===== src/rtl/div_pkg.sv =====
// Shared widths, iteration count and FSM state type for the 16/16 signed divider.
package div_pkg;

    localparam int DIV_W  = 16;
    localparam int CNT_W  = 5;
    localparam int ITER_N = 16;

    typedef enum logic [2:0] {
        IDLE,
        PREP,
        ITER,
        FIX,
        DONE
    } state_t;

endpackage


===== src/rtl/div_step.sv =====
// One combinational radix-2 restoring division step on unsigned magnitudes.
module div_step
    import div_pkg::*;
(
    input  logic [DIV_W:0]   remIn,
    input  logic             bitIn,
    input  logic [DIV_W-1:0] divisor,
    output logic [DIV_W:0]   remOut,
    output logic             qBit
);

    logic [DIV_W:0] shifted;
    logic [DIV_W:0] trial;

    // A set top bit means the shifted value already exceeds any 16-bit divisor.
    always_comb begin
        shifted = {remIn[DIV_W-1:0], bitIn};
        trial   = shifted - {1'b0, divisor};
        qBit    = remIn[DIV_W] | (shifted >= {1'b0, divisor});
        remOut  = qBit ? trial : shifted;
    end

endmodule


===== src/rtl/div_tc_16_16.sv =====
// Multi-cycle truncating signed 16/16 divider with valid/ready handshakes.
// Define DIV_ZERO_EARLY_EN to let a zero divisor skip the iteration phase.
module div_tc_16_16
    import div_pkg::*;
(
    input  logic             clk,
    input  logic             rst,
    input  logic             in_valid,
    output logic             in_ready,
    input  logic [DIV_W-1:0] a,
    input  logic [DIV_W-1:0] b,
    output logic             out_valid,
    input  logic             out_ready,
    output logic [DIV_W-1:0] quotient,
    output logic [DIV_W-1:0] remainder,
    output logic             div_by_zero,
    output logic             overflow
);

    state_t             state_q, state_d;
    logic [DIV_W-1:0]   aCap_q, aCap_d, bCap_q, bCap_d;
    logic               signA_q, signA_d, signB_q, signB_d;
    logic [DIV_W-1:0]   dividend_q, dividend_d, divisor_q, divisor_d;
    logic [DIV_W:0]     rem_q, rem_d;
    logic [DIV_W-1:0]   quo_q, quo_d;
    logic [CNT_W-1:0]   cnt_q, cnt_d;
    logic [DIV_W-1:0]   quotient_q, quotient_d, remainder_q, remainder_d;
    logic               dbz_q, dbz_d, ovf_q, ovf_d;
    logic [DIV_W:0]     stepRem;
    logic               stepBit;

    div_step uStep (
        .remIn   (rem_q),
        .bitIn   (dividend_q[DIV_W-1]),
        .divisor (divisor_q),
        .remOut  (stepRem),
        .qBit    (stepBit)
    );

    assign in_ready    = (state_q == IDLE);
    assign quotient    = quotient_q;
    assign remainder   = remainder_q;
    assign div_by_zero = dbz_q;
    assign overflow    = ovf_q;

`ifdef DIV_ZERO_EARLY_EN
    // The early exit reaches DONE one edge ahead of its advertised latency.
    logic holdValid_q, holdValid_d;
    assign out_valid = (state_q == DONE) && !holdValid_q;

    always_ff @(posedge clk or posedge rst) begin
        if (rst) holdValid_q <= 1'b0;
        else     holdValid_q <= holdValid_d;
    end
`else
    assign out_valid = (state_q == DONE);
`endif

    always_comb begin
        state_d     = state_q;
        aCap_d      = aCap_q;
        bCap_d      = bCap_q;
        signA_d     = signA_q;
        signB_d     = signB_q;
        dividend_d  = dividend_q;
        divisor_d   = divisor_q;
        rem_d       = rem_q;
        quo_d       = quo_q;
        cnt_d       = cnt_q;
        quotient_d  = quotient_q;
        remainder_d = remainder_q;
        dbz_d       = dbz_q;
        ovf_d       = ovf_q;
`ifdef DIV_ZERO_EARLY_EN
        holdValid_d = 1'b0;
`endif
        case (state_q)
            IDLE: begin
                if (in_valid) begin
                    aCap_d  = a;
                    bCap_d  = b;
                    signA_d = a[DIV_W-1];
                    signB_d = b[DIV_W-1];
                    state_d = PREP;
                end
            end
            PREP: begin
                dividend_d = signA_q ? (~aCap_q + 1'b1) : aCap_q;
                divisor_d  = signB_q ? (~bCap_q + 1'b1) : bCap_q;
                rem_d      = '0;
                quo_d      = '0;
                cnt_d      = '0;
                state_d    = ITER;
`ifdef DIV_ZERO_EARLY_EN
                if (bCap_q == '0) begin
                    quotient_d  = '1;
                    remainder_d = aCap_q;
                    dbz_d       = 1'b1;
                    ovf_d       = 1'b0;
                    holdValid_d = 1'b1;
                    state_d     = DONE;
                end
`endif
            end
            ITER: begin
                rem_d      = stepRem;
                quo_d      = {quo_q[DIV_W-2:0], stepBit};
                dividend_d = {dividend_q[DIV_W-2:0], 1'b0};
                cnt_d      = cnt_q + 1'b1;
                if (cnt_q == CNT_W'(ITER_N - 1)) state_d = FIX;
            end
            FIX: begin
                // 0x8000 / -1 needs no special case: negating 0x8000 wraps to itself.
                quotient_d  = (signA_q ^ signB_q) ? (~quo_q + 1'b1) : quo_q;
                remainder_d = signA_q ? (~rem_q[DIV_W-1:0] + 1'b1) : rem_q[DIV_W-1:0];
                dbz_d       = 1'b0;
                ovf_d       = (aCap_q == 16'h8000) && (bCap_q == 16'hFFFF);
                if (bCap_q == '0) begin
                    quotient_d  = '1;
                    remainder_d = aCap_q;
                    dbz_d       = 1'b1;
                end
                state_d = DONE;
            end
            DONE: begin
                if (out_valid && out_ready) state_d = IDLE;
            end
            default: state_d = IDLE;
        endcase
    end

    always_ff @(posedge clk or posedge rst) begin
        if (rst) begin
            state_q     <= IDLE;
            aCap_q      <= '0;
            bCap_q      <= '0;
            signA_q     <= 1'b0;
            signB_q     <= 1'b0;
            dividend_q  <= '0;
            divisor_q   <= '0;
            rem_q       <= '0;
            quo_q       <= '0;
            cnt_q       <= '0;
            quotient_q  <= '0;
            remainder_q <= '0;
            dbz_q       <= 1'b0;
            ovf_q       <= 1'b0;
        end else begin
            state_q     <= state_d;
            aCap_q      <= aCap_d;
            bCap_q      <= bCap_d;
            signA_q     <= signA_d;
            signB_q     <= signB_d;
            dividend_q  <= dividend_d;
            divisor_q   <= divisor_d;
            rem_q       <= rem_d;
            quo_q       <= quo_d;
            cnt_q       <= cnt_d;
            quotient_q  <= quotient_d;
            remainder_q <= remainder_d;
            dbz_q       <= dbz_d;
            ovf_q       <= ovf_d;
        end
    end

endmodule


===== config.mk =====
export PLATFORM = sky130hd
export DESIGN_NAME = div_tc_16_16
export DESIGN_NICKNAME = d
export VERILOG_FILES = /design/src/rtl/div_pkg.sv /design/src/rtl/div_step.sv /design/src/rtl/div_tc_16_16.sv
export SDC_FILE = /design/constraint.sdc
export NUM_CORES = 1
export LEC_CHECK = 0
export CAP_MARGIN = 15
export CORE_AREA = 4 4 122 124
export CTS_BUF_LIST = sky130_fd_sc_hd__clkbuf_8
export CTS_CLUSTER_DIAMETER = 30
export DETAILED_ROUTE_END_ITERATION = 6
export DIE_AREA = 0 0 126 128
export PLACE_DENSITY = 0.82
export SKIP_LAST_GASP = 1
export SLEW_MARGIN = 25
export SYNTH_ARGS = -nofsm -noshare
export SYNTH_HDL_FRONTEND = slang
export SYNTH_SLANG_ARGS = --single-unit

===== constraint.sdc =====
create_clock -name clk -period 9.3 [get_ports clk]
set_clock_uncertainty 0.2 [all_clocks]
set_input_delay 1.395 -clock clk [delete_from_list [all_inputs] [get_ports clk]]
set_output_delay 1.395 -clock clk [all_outputs]
set_load 0.01 [all_outputs]

==> results.sh <==
export IMPL_status="finished clean"
export IMPL_crit_chain="nor3_1 -> clkdlybuf4s50_1"
export IMPL_grtUsageTotal=0.230
export IMPL_via_per_inst=5.92
export IMPL_power_density_mw_per_mm2=407
export IMPL_wire_per_inst_um=16.6
export IMPL_layout_worst_path_cycle_share=0.377
export IMPL_maxCapViolCount=0
export IMPL_antenna_found_initial=0
export IMPL_final_hold_violation_count=0
export IMPL_async_flop_share=1.00
export IMPL_syn_inst=833
export IMPL_p_sw_frac=0.449
export IMPL_synth_fa_ha_area_frac=0.0395
export IMPL_dieArea_mm2=0.0161
export IMPL_seq_power_share=0.314
export IMPL_synth_xor_area_share=0.0742
export IMPL_endpoint_kind="output pin"
export IMPL_syn_cell_area_mm2=0.00779
export IMPL_fin_util=0.654
export IMPL_yosysSeqAreaShare=0.447
export IMPL_die_w_um=126
export IMPL_crit_path_start_kind="flop"
export IMPL_cts_max_level=4
export IMPL_syn_to_final_growth_pct=15.7
export IMPL_first_pass_iters=5
export IMPL_synthMuxAreaShare=0.0480
export IMPL_synthFlopType="dfrtp_1"
export IMPL_dp_hpwl_um=12300
export IMPL_crit_fanout=8
export IMPL_ys_types=61
export IMPL_drc=0
export IMPL_ant_nets=0
export IMPL_synth_edf_count=0
export IMPL_cp_top_family="buffers and inverters"
export IMPL_arrival_ns=1.91
export IMPL_setup_ws_ns=5.79
export IMPL_initial_core_util=0.566
export IMPL_p_clk_frac=0.143
export IMPL_rsz0062_at_grt="false"
export IMPL_max_stage_delay_ns=0.62
export IMPL_critical_path_class="reg2out"
export IMPL_cp_slowest_cell="clkdlybuf4s50_1"
export IMPL_tritoncts="yes"
export IMPL_ctsRootBufferMaster="clkbuf_8"
export IMPL_synth_most_common_cell="dfrtp_1"
export IMPL_initialDrtViolationCount=410
export IMPL_fp_row_count=43
export IMPL_synth_largest_area_cell="dfrtp_1"
export IMPL_cp_buffers_inverters=1
export IMPL_dieHeight_um=128
export IMPL_place_congestion=0.926
export IMPL_p_leak_nw=3.91
export IMPL_whs_ns=0.276
export IMPL_synth_top_family_by_area="compound AO/OA/AOI/OAI gates"
export IMPL_layout_nets=942
export IMPL_setup_viol=0
export IMPL_vias=6364
export IMPL_place_ws_ns=5.86
export IMPL_synth_area_top_cells="dfrtp_1 (45%), nand2_1 (5.7%), o21ai_0 (5.7%)"
export IMPL_io_pins=72
export IMPL_required_ns=7.71
export IMPL_antenna_cells=0
export IMPL_tightest_slew_ns=0.943
export IMPL_clock_sinks=139
export IMPL_synth_avg_cell_area_um2=9.35
export IMPL_p_sw_w=0.00165
export IMPL_vdd_ir_drop_max_mv=0.240
export IMPL_internal_power_w=0.00202
export IMPL_clock_path_buffers=2
export IMPL_grt_pass1_vias=6133
export IMPL_cts_hold_buf=0
export IMPL_synth_nets=893
export IMPL_p_comb_frac=0.543
export IMPL_clk_pin_slew_ns=0.08
export IMPL_ys_top_cells_by_count="dfrtp_1 (139), nand2_1 (119), o21ai_0 (89), nor2_1 (44), clkbuf_1 (40)"
export IMPL_post_cts_resized=0
export IMPL_cts_setup_buffers=0
export IMPL_timing_final_crit_period_ns=3.51
export IMPL_fmax_ghz=0.285
export IMPL_core_area_mm2=0.0138
export IMPL_finalMaxSlewViolations=0
export IMPL_ys_ff_latch=139
export IMPL_slew_headroom=0.371
export IMPL_synthSimpleGateAreaFrac=0.144
export IMPL_grt_pass1_wl_um=30100
export IMPL_grt_overflow_total=0
export IMPL_synth_top_area_frac=0.447
export IMPL_hold_path_class="reg2reg"
export IMPL_grt_max_degree=80
export IMPL_synth_compound_area_frac=0.206
export IMPL_numCtsBuffers=17
export IMPL_portBuffers=71
export IMPL_ys_warnings_count=0
export IMPL_drive_above_1_share=0.0961
export IMPL_fin_tns_setup_ns=0
export IMPL_finalWirelength_um=17900
export IMPL_clock_latency_ns=0.46
[tightest hold or removal path, stage by stage (launching register included)]
cell,delay [ns]
dfrtp_1,0.34
nand2_1,0.04
o21ai_0,0.06
[worst paths after layout]
check / from / to / slack, ns / cells after the start
setup / recovery: state_q[1] / in_ready / 5.79 / 2
min in group asynchronous: rst / divisor_q[13] / 1.25 / 2
hold reg to reg: quotient[6] / quotient[6] / 0.28 / 2
setup reg to reg: rem_q[2] / rem_q[16] / 6.00 / 7
max in group asynchronous: rst / overflow / 6.43 / 3
hold / removal: quotient[6] / quotient[6] / 0.28 / 2
[final cells by class]
type,instances,area [um^2]
fill,1132,4760
multi-input combinational,615,3990
sequential,139,3480
timing repair buffer,78,763
clock buffer,21,289
tap,180,225
clock inverter,11,143
inverter,31,121
[cells by family (layout without fill, tap and decap cells)]
group                    after synthesis  after routing
AO/OA/AOI/OAI                        251            251
XOR/XNOR                              66             66
adder cells (fa/ha/maj)               24             24
buffers and inverters                 79            141
flip-flops                           139            139
multiplexers                          34             34
AND/OR/NAND/NOR                      240            240
[metrics by stage]
step	area (um^2)	cells	power (W)
finish	9010	1075	0.00367
global route	9010	1075	0.00398
CTS	9000	1074	0.00367
detailed placement	8570	1042	0.00312
global placement	8570	1042	0.00306
floorplan	7790	833	0.00259
[power by group through the flow]
stage	Combinational [W]	Clock (W)	Sequential (W)
after CTS	0.00198	0.000536	0.00115
after global routing	0.00222	0.000563	0.00119
final	0.00199	0.000526	0.00115
after global placement	0.00192	0	0.00114
after floorplan	0.00151	0	0.00108
after detailed placement	0.00197	0	0.00115
[layer usage]
layer | track usage | share of wire | vias to the layer above
met5 | 0 | 0 | -
met4 | 0.0871 | 0.023 | 0
met3 | 0.0467 | 0.052 | 32
met2 | 0.386 | 0.48 | 195
met1 | 0.297 | 0.44 | 3047
li1 | - | - | 3090
[layout by cell type, fill, tap and decap left out, types with 26 or more instances in the layout]
cell,netlist,layout
mux2_2,27,27
nor2_1,44,43
xnor2_1,27,27
o21ai_0,89,89
inv_1,31,31
clkdlybuf4s50_1,0,71
xor2_1,39,39
nand2_1,119,119
dfrtp_1,139,139
a21oi_1,26,26
[sequential cells by signal, summed over array words and instances (netlist names)]
register and flops:
rem_q 17, cnt_q 5, quo_q 16, dividend_q 16, aCap_q 16, remainder 16
state_q 3, divisor_q 16, div_by_zero 1, quotient 16, overflow 1, bCap_q 16
Note: power is estimated with default switching activity, not from simulation.
